[src/rtl/mem_bus_pkg.sv]
// Shared types and constants for the external memory port arbiter.
// Request/response bundles for the IBus/DBus side, AXI channel bundles for the
// SoC master side, and the read/write channel FSM state encodings.
package mem_bus_pkg;

    localparam logic [2:0] AXI_SIZE_WORD  = 3'b010;
    localparam logic [1:0] AXI_BURST_INCR = 2'b01;

    // len is AXI-style: number of beats minus one.
    typedef struct packed {
        logic        req;
        logic [31:0] addr;
        logic [7:0]  len;
    } rd_req_t;

    typedef struct packed {
        logic        gnt;
        logic        rvalid;
        logic        rlast;
        logic [31:0] rdata;
    } rd_resp_t;

    typedef struct packed {
        logic        req;
        logic [31:0] addr;
        logic [7:0]  len;
        logic [31:0] wdata;
        logic [3:0]  wstrb;
    } wr_req_t;

    typedef struct packed {
        logic gnt;
        logic wready;
        logic done;
    } wr_resp_t;

    typedef struct packed {
        logic        valid;
        logic [31:0] addr;
        logic [7:0]  len;
        logic [2:0]  size;
        logic [1:0]  burst;
    } axi_ar_t;

    typedef struct packed {
        logic        valid;
        logic [31:0] addr;
        logic [7:0]  len;
        logic [2:0]  size;
        logic [1:0]  burst;
    } axi_aw_t;

    typedef struct packed {
        logic        valid;
        logic [31:0] data;
        logic        last;
        logic [1:0]  resp;
    } axi_r_t;

    typedef struct packed {
        logic        valid;
        logic [31:0] data;
        logic [3:0]  strb;
        logic        last;
    } axi_w_t;

    typedef enum logic [1:0] {
        RIdle,
        RAddr,
        RData
    } rd_state_e;

    typedef enum logic [1:0] {
        WIdle,
        WAddr,
        WData,
        WResp
    } wr_state_e;

    typedef enum logic {
        OwnerIcache,
        OwnerDcache
    } rd_owner_e;

    // Line index of an address: drop the in-line byte offset.
    function automatic logic [31:0] line_of(input logic [31:0] addr,
                                            input int unsigned offset_w);
        return addr >> offset_w;
    endfunction

endpackage

[src/rtl/mem_rd_arbiter.sv]
// Read-channel arbiter: decides which cache read path owns the next AR burst.
// DCache has priority; after STARVE_LIMIT consecutive DCache grants with the
// ICache waiting, the ICache gets the next grant. A DCache read that targets
// the line of the in-flight write is not eligible.
// Ports:
//   clk, reset      clock, async active-low reset
//   arb_en_i        read channel is idle and may accept a new burst
//   ibus_req_i      ICache read request
//   dbus_req_i      DCache read request
//   dbus_addr_i     DCache read address (for the write-line compare)
//   wline_valid_i   a write burst is in flight
//   wline_i         line index of the in-flight write
//   grant_o         a requester wins this cycle
//   winner_o        which requester wins (valid with grant_o)
module mem_rd_arbiter
    import mem_bus_pkg::*;
#(
    parameter int unsigned STARVE_LIMIT  = 4,
    parameter int unsigned LINE_OFFSET_W = 4
) (
    input  logic        clk,
    input  logic        reset,
    input  logic        arb_en_i,
    input  logic        ibus_req_i,
    input  logic        dbus_req_i,
    input  logic [31:0] dbus_addr_i,
    input  logic        wline_valid_i,
    input  logic [31:0] wline_i,
    output logic        grant_o,
    output rd_owner_e   winner_o
);

    localparam int unsigned CntW = (STARVE_LIMIT > 0) ? $clog2(STARVE_LIMIT + 1) : 1;
    localparam logic [CntW-1:0] Limit = CntW'(STARVE_LIMIT);

    logic [CntW-1:0] starve_cnt_q, starve_cnt_d;
    logic            dbus_elig;
    logic            ibus_elig;
    logic            icache_turn;

    assign dbus_elig   = dbus_req_i &&
                         !(wline_valid_i && (line_of(dbus_addr_i, LINE_OFFSET_W) == wline_i));
    assign ibus_elig   = ibus_req_i;
    assign icache_turn = ibus_elig && (starve_cnt_q == Limit);

    always_comb begin
        grant_o  = 1'b0;
        winner_o = OwnerIcache;
        if (arb_en_i) begin
            if (dbus_elig && !icache_turn) begin
                grant_o  = 1'b1;
                winner_o = OwnerDcache;
            end else if (ibus_elig) begin
                grant_o  = 1'b1;
                winner_o = OwnerIcache;
            end
        end
    end

    // Counts DCache grants that overtook a waiting ICache request.
    always_comb begin
        starve_cnt_d = starve_cnt_q;
        if (!ibus_req_i) begin
            starve_cnt_d = '0;
        end else if (grant_o && (winner_o == OwnerIcache)) begin
            starve_cnt_d = '0;
        end else if (grant_o && (winner_o == OwnerDcache) && (starve_cnt_q != Limit)) begin
            starve_cnt_d = starve_cnt_q + CntW'(1);
        end
    end

    always_ff @(posedge clk or negedge reset) begin
        if (!reset) begin
            starve_cnt_q <= '0;
        end else begin
            starve_cnt_q <= starve_cnt_d;
        end
    end

endmodule

[src/rtl/mem_bus_arbiter.sv]
// Shares the single AXI master port between the ICache read path, the DCache
// read path and the DCache write path. Read and write channels are owned by
// independent FSMs that run concurrently; a DCache read to the line of the
// in-flight write is held off until that write completes.
// Ports:
//   clk, reset                 clock, async active-low reset
//   ibus_rd_i / ibus_rd_o      ICache read request / grant + read data
//   dbus_rd_i / dbus_rd_o      DCache read request / grant + read data
//   dbus_wr_i / dbus_wr_o      DCache write request + data / grant, wready, done
//   ar_o, arready_i            AXI read address channel
//   r_i, rready_o              AXI read data channel
//   aw_o, awready_i            AXI write address channel
//   w_o, wready_i              AXI write data channel
//   bvalid_i, bready_o         AXI write response channel
module mem_bus_arbiter
    import mem_bus_pkg::*;
#(
    parameter int unsigned STARVE_LIMIT  = 4,
    parameter int unsigned LINE_OFFSET_W = 4
) (
    input  logic     clk,
    input  logic     reset,
    input  rd_req_t  ibus_rd_i,
    output rd_resp_t ibus_rd_o,
    input  rd_req_t  dbus_rd_i,
    output rd_resp_t dbus_rd_o,
    input  wr_req_t  dbus_wr_i,
    output wr_resp_t dbus_wr_o,
    output axi_ar_t  ar_o,
    input  logic     arready_i,
    input  axi_r_t   r_i,
    output logic     rready_o,
    output axi_aw_t  aw_o,
    input  logic     awready_i,
    output axi_w_t   w_o,
    input  logic     wready_i,
    input  logic     bvalid_i,
    output logic     bready_o
);

    // Read channel state
    rd_state_e   rd_state_q, rd_state_d;
    rd_owner_e   rd_owner_q, rd_owner_d;
    logic [31:0] rd_addr_q, rd_addr_d;
    logic [7:0]  rd_len_q, rd_len_d;
    logic        ibus_gnt_q, ibus_gnt_d;
    logic        dbus_gnt_q, dbus_gnt_d;

    // Write channel state
    wr_state_e   wr_state_q, wr_state_d;
    logic [31:0] wr_addr_q, wr_addr_d;
    logic [7:0]  wr_len_q, wr_len_d;
    logic [7:0]  wr_beat_q, wr_beat_d;
    logic        wr_gnt_q, wr_gnt_d;
    logic        wr_done_q, wr_done_d;
    logic        wline_valid_q, wline_valid_d;
    logic [31:0] wline_q, wline_d;

    logic        arb_grant;
    rd_owner_e   arb_winner;

    // The bus-error response is reserved and not acted on.
    logic        unused_rresp;
    assign unused_rresp = ^r_i.resp;

    mem_rd_arbiter #(
        .STARVE_LIMIT  (STARVE_LIMIT),
        .LINE_OFFSET_W (LINE_OFFSET_W)
    ) u_rd_arb (
        .clk           (clk),
        .reset         (reset),
        .arb_en_i      (rd_state_q == RIdle),
        .ibus_req_i    (ibus_rd_i.req),
        .dbus_req_i    (dbus_rd_i.req),
        .dbus_addr_i   (dbus_rd_i.addr),
        .wline_valid_i (wline_valid_q),
        .wline_i       (wline_q),
        .grant_o       (arb_grant),
        .winner_o      (arb_winner)
    );

    // Read FSM next state
    always_comb begin
        rd_state_d = rd_state_q;
        rd_owner_d = rd_owner_q;
        rd_addr_d  = rd_addr_q;
        rd_len_d   = rd_len_q;
        ibus_gnt_d = 1'b0;
        dbus_gnt_d = 1'b0;
        unique case (rd_state_q)
            RIdle: begin
                if (arb_grant) begin
                    rd_owner_d = arb_winner;
                    if (arb_winner == OwnerDcache) begin
                        rd_addr_d  = dbus_rd_i.addr;
                        rd_len_d   = dbus_rd_i.len;
                        dbus_gnt_d = 1'b1;
                    end else begin
                        rd_addr_d  = ibus_rd_i.addr;
                        rd_len_d   = ibus_rd_i.len;
                        ibus_gnt_d = 1'b1;
                    end
                    rd_state_d = RAddr;
                end
            end
            RAddr: begin
                if (arready_i) begin
                    rd_state_d = RData;
                end
            end
            RData: begin
                if (r_i.valid && r_i.last) begin
                    rd_state_d = RIdle;
                end
            end
            default: rd_state_d = RIdle;
        endcase
    end

    // Read channel outputs; read data is steered to the owner in the same cycle.
    always_comb begin
        ar_o      = '0;
        rready_o  = 1'b0;
        ibus_rd_o = '0;
        dbus_rd_o = '0;
        ibus_rd_o.gnt = ibus_gnt_q;
        dbus_rd_o.gnt = dbus_gnt_q;
        if (rd_state_q == RAddr) begin
            ar_o.valid = 1'b1;
            ar_o.addr  = rd_addr_q;
            ar_o.len   = rd_len_q;
            ar_o.size  = AXI_SIZE_WORD;
            ar_o.burst = AXI_BURST_INCR;
        end
        if (rd_state_q == RData) begin
            rready_o = 1'b1;
            if (r_i.valid) begin
                if (rd_owner_q == OwnerDcache) begin
                    dbus_rd_o.rvalid = 1'b1;
                    dbus_rd_o.rdata  = r_i.data;
                    dbus_rd_o.rlast  = r_i.last;
                end else begin
                    ibus_rd_o.rvalid = 1'b1;
                    ibus_rd_o.rdata  = r_i.data;
                    ibus_rd_o.rlast  = r_i.last;
                end
            end
        end
    end

    // Write FSM next state
    always_comb begin
        wr_state_d    = wr_state_q;
        wr_addr_d     = wr_addr_q;
        wr_len_d      = wr_len_q;
        wr_beat_d     = wr_beat_q;
        wr_gnt_d      = 1'b0;
        wr_done_d     = 1'b0;
        wline_valid_d = wline_valid_q;
        wline_d       = wline_q;
        unique case (wr_state_q)
            WIdle: begin
                if (dbus_wr_i.req) begin
                    wr_gnt_d      = 1'b1;
                    wr_addr_d     = dbus_wr_i.addr;
                    wr_len_d      = dbus_wr_i.len;
                    wr_beat_d     = '0;
                    wline_valid_d = 1'b1;
                    wline_d       = line_of(dbus_wr_i.addr, LINE_OFFSET_W);
                    wr_state_d    = WAddr;
                end
            end
            WAddr: begin
                if (awready_i) begin
                    wr_state_d = WData;
                end
            end
            WData: begin
                if (wready_i) begin
                    if (wr_beat_q == wr_len_q) begin
                        wr_state_d = WResp;
                    end else begin
                        wr_beat_d = wr_beat_q + 8'd1;
                    end
                end
            end
            WResp: begin
                if (bvalid_i) begin
                    wr_done_d     = 1'b1;
                    wline_valid_d = 1'b0;
                    wr_state_d    = WIdle;
                end
            end
            default: wr_state_d = WIdle;
        endcase
    end

    // Write channel outputs; write data is taken straight from the DCache.
    always_comb begin
        aw_o      = '0;
        w_o       = '0;
        bready_o  = 1'b0;
        dbus_wr_o = '0;
        dbus_wr_o.gnt  = wr_gnt_q;
        dbus_wr_o.done = wr_done_q;
        if (wr_state_q == WAddr) begin
            aw_o.valid = 1'b1;
            aw_o.addr  = wr_addr_q;
            aw_o.len   = wr_len_q;
            aw_o.size  = AXI_SIZE_WORD;
            aw_o.burst = AXI_BURST_INCR;
        end
        if (wr_state_q == WData) begin
            w_o.valid        = 1'b1;
            w_o.data         = dbus_wr_i.wdata;
            w_o.strb         = dbus_wr_i.wstrb;
            w_o.last         = (wr_beat_q == wr_len_q);
            dbus_wr_o.wready = wready_i;
        end
        if (wr_state_q == WResp) begin
            bready_o = 1'b1;
        end
    end

    always_ff @(posedge clk or negedge reset) begin
        if (!reset) begin
            rd_state_q    <= RIdle;
            rd_owner_q    <= OwnerIcache;
            rd_addr_q     <= '0;
            rd_len_q      <= '0;
            ibus_gnt_q    <= 1'b0;
            dbus_gnt_q    <= 1'b0;
            wr_state_q    <= WIdle;
            wr_addr_q     <= '0;
            wr_len_q      <= '0;
            wr_beat_q     <= '0;
            wr_gnt_q      <= 1'b0;
            wr_done_q     <= 1'b0;
            wline_valid_q <= 1'b0;
            wline_q       <= '0;
        end else begin
            rd_state_q    <= rd_state_d;
            rd_owner_q    <= rd_owner_d;
            rd_addr_q     <= rd_addr_d;
            rd_len_q      <= rd_len_d;
            ibus_gnt_q    <= ibus_gnt_d;
            dbus_gnt_q    <= dbus_gnt_d;
            wr_state_q    <= wr_state_d;
            wr_addr_q     <= wr_addr_d;
            wr_len_q      <= wr_len_d;
            wr_beat_q     <= wr_beat_d;
            wr_gnt_q      <= wr_gnt_d;
            wr_done_q     <= wr_done_d;
            wline_valid_q <= wline_valid_d;
            wline_q       <= wline_d;
        end
    end

endmodule

[config.mk]
export PLATFORM = sky130hd
export DESIGN_NAME = mem_bus_arbiter
export DESIGN_NICKNAME = d
export VERILOG_FILES = /design/src/rtl/mem_bus_pkg.sv /design/src/rtl/mem_rd_arbiter.sv /design/src/rtl/mem_bus_arbiter.sv
export SDC_FILE = /design/constraint.sdc
export NUM_CORES = 1
export LEC_CHECK = 0
export CORE_AREA = 2 2 158 160
export CTS_BUF_LIST = sky130_fd_sc_hd__clkbuf_4 sky130_fd_sc_hd__clkbuf_8
export DETAILED_ROUTE_END_ITERATION = 8
export DIE_AREA = 0 0 160 162
export GPL_ROUTABILITY_DRIVEN = 0
export PLACE_DENSITY_LB_ADDON = 0.05
export SKIP_CTS_REPAIR_TIMING = 1
export SLEW_MARGIN = 30
export SYNTH_ARGS = -nofsm -noshare
export SYNTH_HDL_FRONTEND = slang
export SYNTH_SLANG_ARGS = --single-unit
export TNS_END_PERCENT = 10
[constraint.sdc]
create_clock -name clk -period 1.7 [get_ports clk]
set_input_delay 0.34 -clock clk [delete_from_list [all_inputs] [get_ports clk]]
set_output_delay 0.34 -clock clk [all_outputs]
set_load 0.02 [all_outputs]
==> results of run 1 <==
-- sequential cells by signal, indices dropped and copies added, names as in the netlist --
register	count
rd_addr_q	32
wr_addr_q	32
rd_len_q	8
wr_beat_q	8
wr_len_q	8
u_rd_arb.starve_cnt_q	3
rd_state_q	2
wr_state_q	2
dbus_gnt_q	1
ibus_gnt_q	1
rd_owner_q	1
wline_valid_q	1
wr_done_q	1
wr_gnt_q	1
-- placed cells by master (no fill, tap or decap), types with 7 or more instances in the layout --
cell type        synthesis  routed
a221o_1                 40      40
and2_0                  16       7
and2_1                 210     166
and2_4                   0      52
buf_12                   0      12
buf_2                    8      11
buf_4                   15     133
buf_6                    4      70
clkbuf_2                 0      68
clkbuf_8                 0       9
clkdlybuf4s50_1          0     200
dfrtp_1                101     101
dlymetal6s2s_1           0       8
inv_1                    8       7
mux2_2                  42      42
nand2_1                 16      16
nand4_1                 11      11
nor2_1                  11       9
xnor2_1                 28      25
xor2_1                  13      13
-- area by class of cell --
type,instances,area [um^2]
clock buffers,9,124
multi-input cells,442,3500
repair buffers,514,4730
inverters,8,30.0
clock inverters,7,55.1
flip-flops and latches,101,2530
well taps,324,405
fillers,2401,12700
diodes,3,7.51
-- through the flow --
step / cells / hold slack (ps) / utilization (%) / setup WS, ps
CTS: 1392 / -243 / 46.9 / -912
detailed placement: 1376 / 211 / 46.2 / -961
global placement: 1376 / 207 / 46.2 / -929
floorplan: 604 / 44.4 / - / -133
global route: 1406 / 335 / 47.2 / -575
finish: 1408 / 336 / 47.2 / -478
-- per-layer routing --
layer	up-vias	wire (um)	global-route usage (%)
met5	-	0	0
li1	2966	-	-
met1	2772	10200	21.7
met2	220	12200	29.8
met3	17	1640	4.80
met4	0	316	3.36
-- kinds of logic after synthesis --
family,count (synthesis)
mux,42
flops,101
compound gates,61
buf+inv,61
xor+xnor,41
simple gates,285
fa+ha+maj,7
other cells,1
-- where the power goes --
group,total (mW),leakage [nW],internal (mW),switching (mW)
sequential,4.23,1.24,3.49,0.735
clock,1.49,0.0866,0.549,0.941
combinational,10.6,4.04,5.59,5.01
total,16.3,5.37,9.63,6.69
-- worst reg2reg max path, cell delays in order (launching register included) --
cell,delay (ps)
dfrtp_1,450
xnor2_1,160
nand4_1,210
nor4_4,360
buf_4,170
a211oi_4,110
clkbuf_16,190
and2_4,150
a221o_1,250
-- worst max-delay path by stage --
stage                          endpoint           from
final                     rd_addr_q[28]  dbus_rd_i[20]
after CTS                        w_o[0]   wr_beat_q[0]
after global placement    rd_addr_q[29]  dbus_rd_i[30]
after detailed placement   rd_addr_q[3]  dbus_rd_i[30]
after global routing      rd_addr_q[14]  wr_addr_q[12]
after floorplan           rd_addr_q[20]  wr_addr_q[31]
==> impl_metrics.tcl, run 1 <==
set metrics [dict create \
    status "complete, but fails checks" \
    violations "negative setup slack" \
    port_buffers 397 \
    drt-vias-per-instance 4.24 \
    reg2reg_from "wr_addr_q[29]" \
    die_w_um 160 \
    syn_to_final_growth_pct 87.7 \
    cts_root_buffer "clkbuf_8" \
    synth_most_common_cell "and2_1" \
    antenna_found_initial 3 \
    cts.sinks 101 \
    crit_type "in -> reg" \
    slew_viol_final 0 \
    cts_tree "yes" \
    cpPeakStageDelay_ps 520 \
    die_h_um 162 \
    synth_compound_area_share_pct 9.08 \
    r2r_end "rd_addr_q[28]" \
    yosys_warnings 0 \
    ir_drop_mv 0.847 \
    crit_cells 9 \
    rows 57 \
    hold_viol 0 \
    critical-path-top-delay-family "buffers and inverters" \
    max_freq_mhz 459 \
    drt_iter0_drc 306 \
    dpl_cell_area_mm2 0.0111 \
    crit_chain "clkdlybuf4s50_1, xnor2_2, nand4_1, nor4_4, buf_4, a211oi_4, clkbuf_16, and2_4, a221o_1" \
    cts_htree_levels 3 \
    clk_path_buf_depth 2 \
    grt_pass1_vias 5961 \
    track_usage_pct 17.2 \
    dominantRegCellSynth "dfrtp_1" \
    yosys.area_share.simple_pct 28.6 \
    muxShareOfSynthArea_pct 7.80 \
    grt-ovfl-total 0 \
    drtAntennaViolNets 0 \
    reg2reg_slack_ps -470 \
    post-route-period-util_pct 128 \
    ys_seq_area_share_pct 41.7 \
    rr_worst_depth 8 \
    syn_inst 599 \
    slowest_stage "clkdlybuf4s50_1" \
    worst_slew_pin_slew_ps 585 \
    cp-end-kind "register" \
    ys_top_cells_by_count "210 x and2_1, 101 x dfrtp_1, 42 x mux2_2" \
    hp-class "in -> async" \
    initial_core_util_pct 25.1 \
    num-nets-final 1284 \
    wirelength_um 24300 \
    synthArstFlopShare_pct 100 \
    cp_data_required_time_ps 1960 \
    vias 5975 \
    dp_hpwl_um 18700 \
    critPathMaxFanout 8 \
    synth_adder_area_share_pct 1.44 \
    synth_top_family_by_area "simple AND/OR/NAND/NOR gates" \
    ys_ff_latch 101 \
    leakagePower_nw 5.37 \
    dr.pass1.iters 4 \
    slew_headroom_pct 60.9 \
    clk_latency_ps 390 \
    finalSetupViolCount 247 \
    avgSynthCellArea_um2 10.1 \
    cts_made_buffers 9 \
    synth_area_leaders "dfrtp_1 42%, and2_1 22%, mux2_2 7.8%" \
    final_area_mm2 0.0114 \
    fin_skew_ps 18.0 \
    rsz0062_at_grt "true" \
    setup_ws_ps -478 \
    min_period_ps 2180 \
    wl_per_cell_um 17.2 \
    synth_top_area_share_pct 41.7 \
    core_mm2 0.0241 \
    synth_edf_count 0 \
    ios 406 \
    setup-tns-final_ps -62570 \
    grt_first_pass_wirelength_um 34800 \
    drv_cap 0 \
    cts.clk_slew.worst_paths_ps 110 \
    yosysTopAreaCell "dfrtp_1" \
    synth_xor_area_share_pct 5.92 \
    drcViolationCount 0 \
    worstSetupStartpointType "primary input" \
    fp.dieArea_mm2 0.0259 \
    grt_max_degree 40 \
    netlist_area_mm2 0.00606 \
    yosysUniqueCellTypes 41 \
    cp_num_buf_inv 3 \
    cp.arrival_ps 2440 \
    drive_gt1_share_pct 40.8 \
    p_per_area_mw_per_mm2 1430 \
    total_power_mw 16.3 \
]
Note: power is estimated with default switching activity, not from simulation.
==> run 2, diff against run 1 <==
--- a/config.mk
+++ b/config.mk
@@ -7,6 +7,7 @@
 export LEC_CHECK = 0
 export CORE_AREA = 2 2 158 160
 export CTS_BUF_LIST = sky130_fd_sc_hd__clkbuf_4 sky130_fd_sc_hd__clkbuf_8
+export CTS_CLUSTER_SIZE = 30
 export DETAILED_ROUTE_END_ITERATION = 8
 export DIE_AREA = 0 0 160 162
 export GPL_ROUTABILITY_DRIVEN = 0
@@ -16,4 +17,3 @@
 export SYNTH_ARGS = -nofsm -noshare
 export SYNTH_HDL_FRONTEND = slang
 export SYNTH_SLANG_ARGS = --single-unit
-export TNS_END_PERCENT = 10
==> impl_metrics.tcl, run 2 (synthesis gave the netlist of run 1 again) <==
set metrics [dict create \
    final_area_mm2 0.0119 \
    worst_hold_slack_ps 275 \
    drv_cap 0 \
    grt_first_pass_wirelength_um 36200 \
    violations "negative setup slack" \
    cp.arrival_ps 2340 \
    layout_common_cells "197 x clkdlybuf4s50_1, 170 x and2_1, 145 x buf_4" \
    cp_data_required_time_ps 1960 \
    cts.clk_slew.worst_paths_ps 110 \
    hp-class "in -> async" \
    rsz0062_at_grt "true" \
    reg2reg_from "wr_addr_q[23]" \
    wirelength_um 25200 \
    num-nets-final 1290 \
    p_per_area_mw_per_mm2 1450 \
    drcViolationCount 0 \
    place_ws_ps -819 \
    dp_hpwl_um 19000 \
    hold_viol 0 \
    crit_type "in -> reg" \
    post-route-period-util_pct 122 \
    rows 57 \
    vias 6110 \
    fill_cells 2366 \
    clk_path_buf_depth 2 \
    setup_ws_ps -380 \
    drt-vias-per-instance 4.33 \
    dpl_cell_area_mm2 0.0112 \
    grt-ovfl-total 0 \
    die_h_um 162 \
    cts_root_buffer "clkbuf_8" \
    port_buffers 397 \
    critPathMaxFanout 33 \
    wl_per_cell_um 17.8 \
    grt_pass1_vias 6150 \
    min_period_ps 2080 \
    core_mm2 0.0241 \
    cts_htree_levels 3 \
    status "complete, but fails checks" \
    seq_area_mm2 0.00253 \
    max_freq_mhz 481 \
    drtAntennaViolNets 0 \
    dr.pass1.iters 4 \
    cts_tree "yes" \
    die_w_um 160 \
    ios 406 \
    cts.sinks 101 \
    largest_registers "rd_addr_q x32, wr_addr_q x32" \
    initial_core_util_pct 25.1 \
    drive_gt1_share_pct 34.1 \
    worstSetupStartpoint "dbus_rd_i[28]" \
    clk_latency_ps 390 \
    fp.dieArea_mm2 0.0259 \
    track_usage_pct 17.9 \
    stdcell_count 1412 \
    multi_input_area_mm2 0.00348 \
    worstSetupStartpointType "primary input" \
    cts_made_buffers 9 \
    fin_skew_ps 19.0 \
    ir_drop_mv 0.731 \
    finalSetupViolCount 275 \
    syn_to_final_growth_pct 96.4 \
    cp-end-kind "register" \
    antenna_found_initial 4 \
    dp_cells 1375 \
    final_common_cell "clkdlybuf4s50_1" \
    grt_max_degree 53 \
    leakagePower_nw 6.47 \
    slew_viol_final 0 \
    drt_iter0_drc 295 \
]
run 2: cell types whose count changed in the layout (fill, tap and decap cells not counted), sizes merged, moves of 3 or more:
| cell | change |
|---|---|
| buf | +3 |
| dlymetal6s2s | +72 |
| clkinv | +3 |
| clkbuf | -65 |
| clkdlybuf4s50 | -3 |
run 2: per-stage QoR:
stage / power [mW] / setup TNS [ps] / util (%)
6_report: 17.3 / -65340 / 49.4
5_1_grt: 18.4 / -90940 / 49.4
4_1_cts: 16.9 / -162840 / 47.2
3_5_place_dp: 15.2 / -112970 / 46.4
3_3_place_gp: 15.2 / -112180 / 46.4
2_1_floorplan: 9.68 / -5160 / -
run 2: worst paths after layout:
check,to,cells past startpoint,slack [ps]
min reg2reg,rd_addr_q[12],1,510
max in group asynchronous,ibus_gnt_q,3,910
max,rd_addr_q[21],9,-380
min in group clk,rd_addr_q[13],3,430
max reg2reg,rd_addr_q[21],9,-350
min,wr_addr_q[0],2,280
run 2: area by class of cell:
class	instances	area share [%]
antenna	1	0.0210
timing repair buffer	520	44.2
multi-input combinational	442	29.2
clock inverter	6	0.494
sequential	101	21.2
clock buffer	10	1.16
inverter	8	0.252
tap	324	3.40
run 2: power breakdown:
part	internal [mW]	switching (mW)
logic	6.27	5.16
registers	3.49	0.774
clock network	0.602	0.977
total	10.4	6.91
run 2: critical path: stages:
cell	delay, ps
clkdlybuf4s50_1	490
xnor2_1	160
nand4_1	190
nor4_4	80
buf_4	150
a221oi_4	320
nor2_4	70
buf_12	180
a221o_1	360
run 2: metal layers:
layer  part of all wire (%)  up-vias  track usage (%)  routed length [um]
li1                       -     2968                -                   -
met1                     41     2888             21.7               10200
met2                     51      233             32.1               12900
met3                    7.3       17             5.36                1840
met4                   0.65        4             2.83                 164
met5                   0.14        -                0                  34
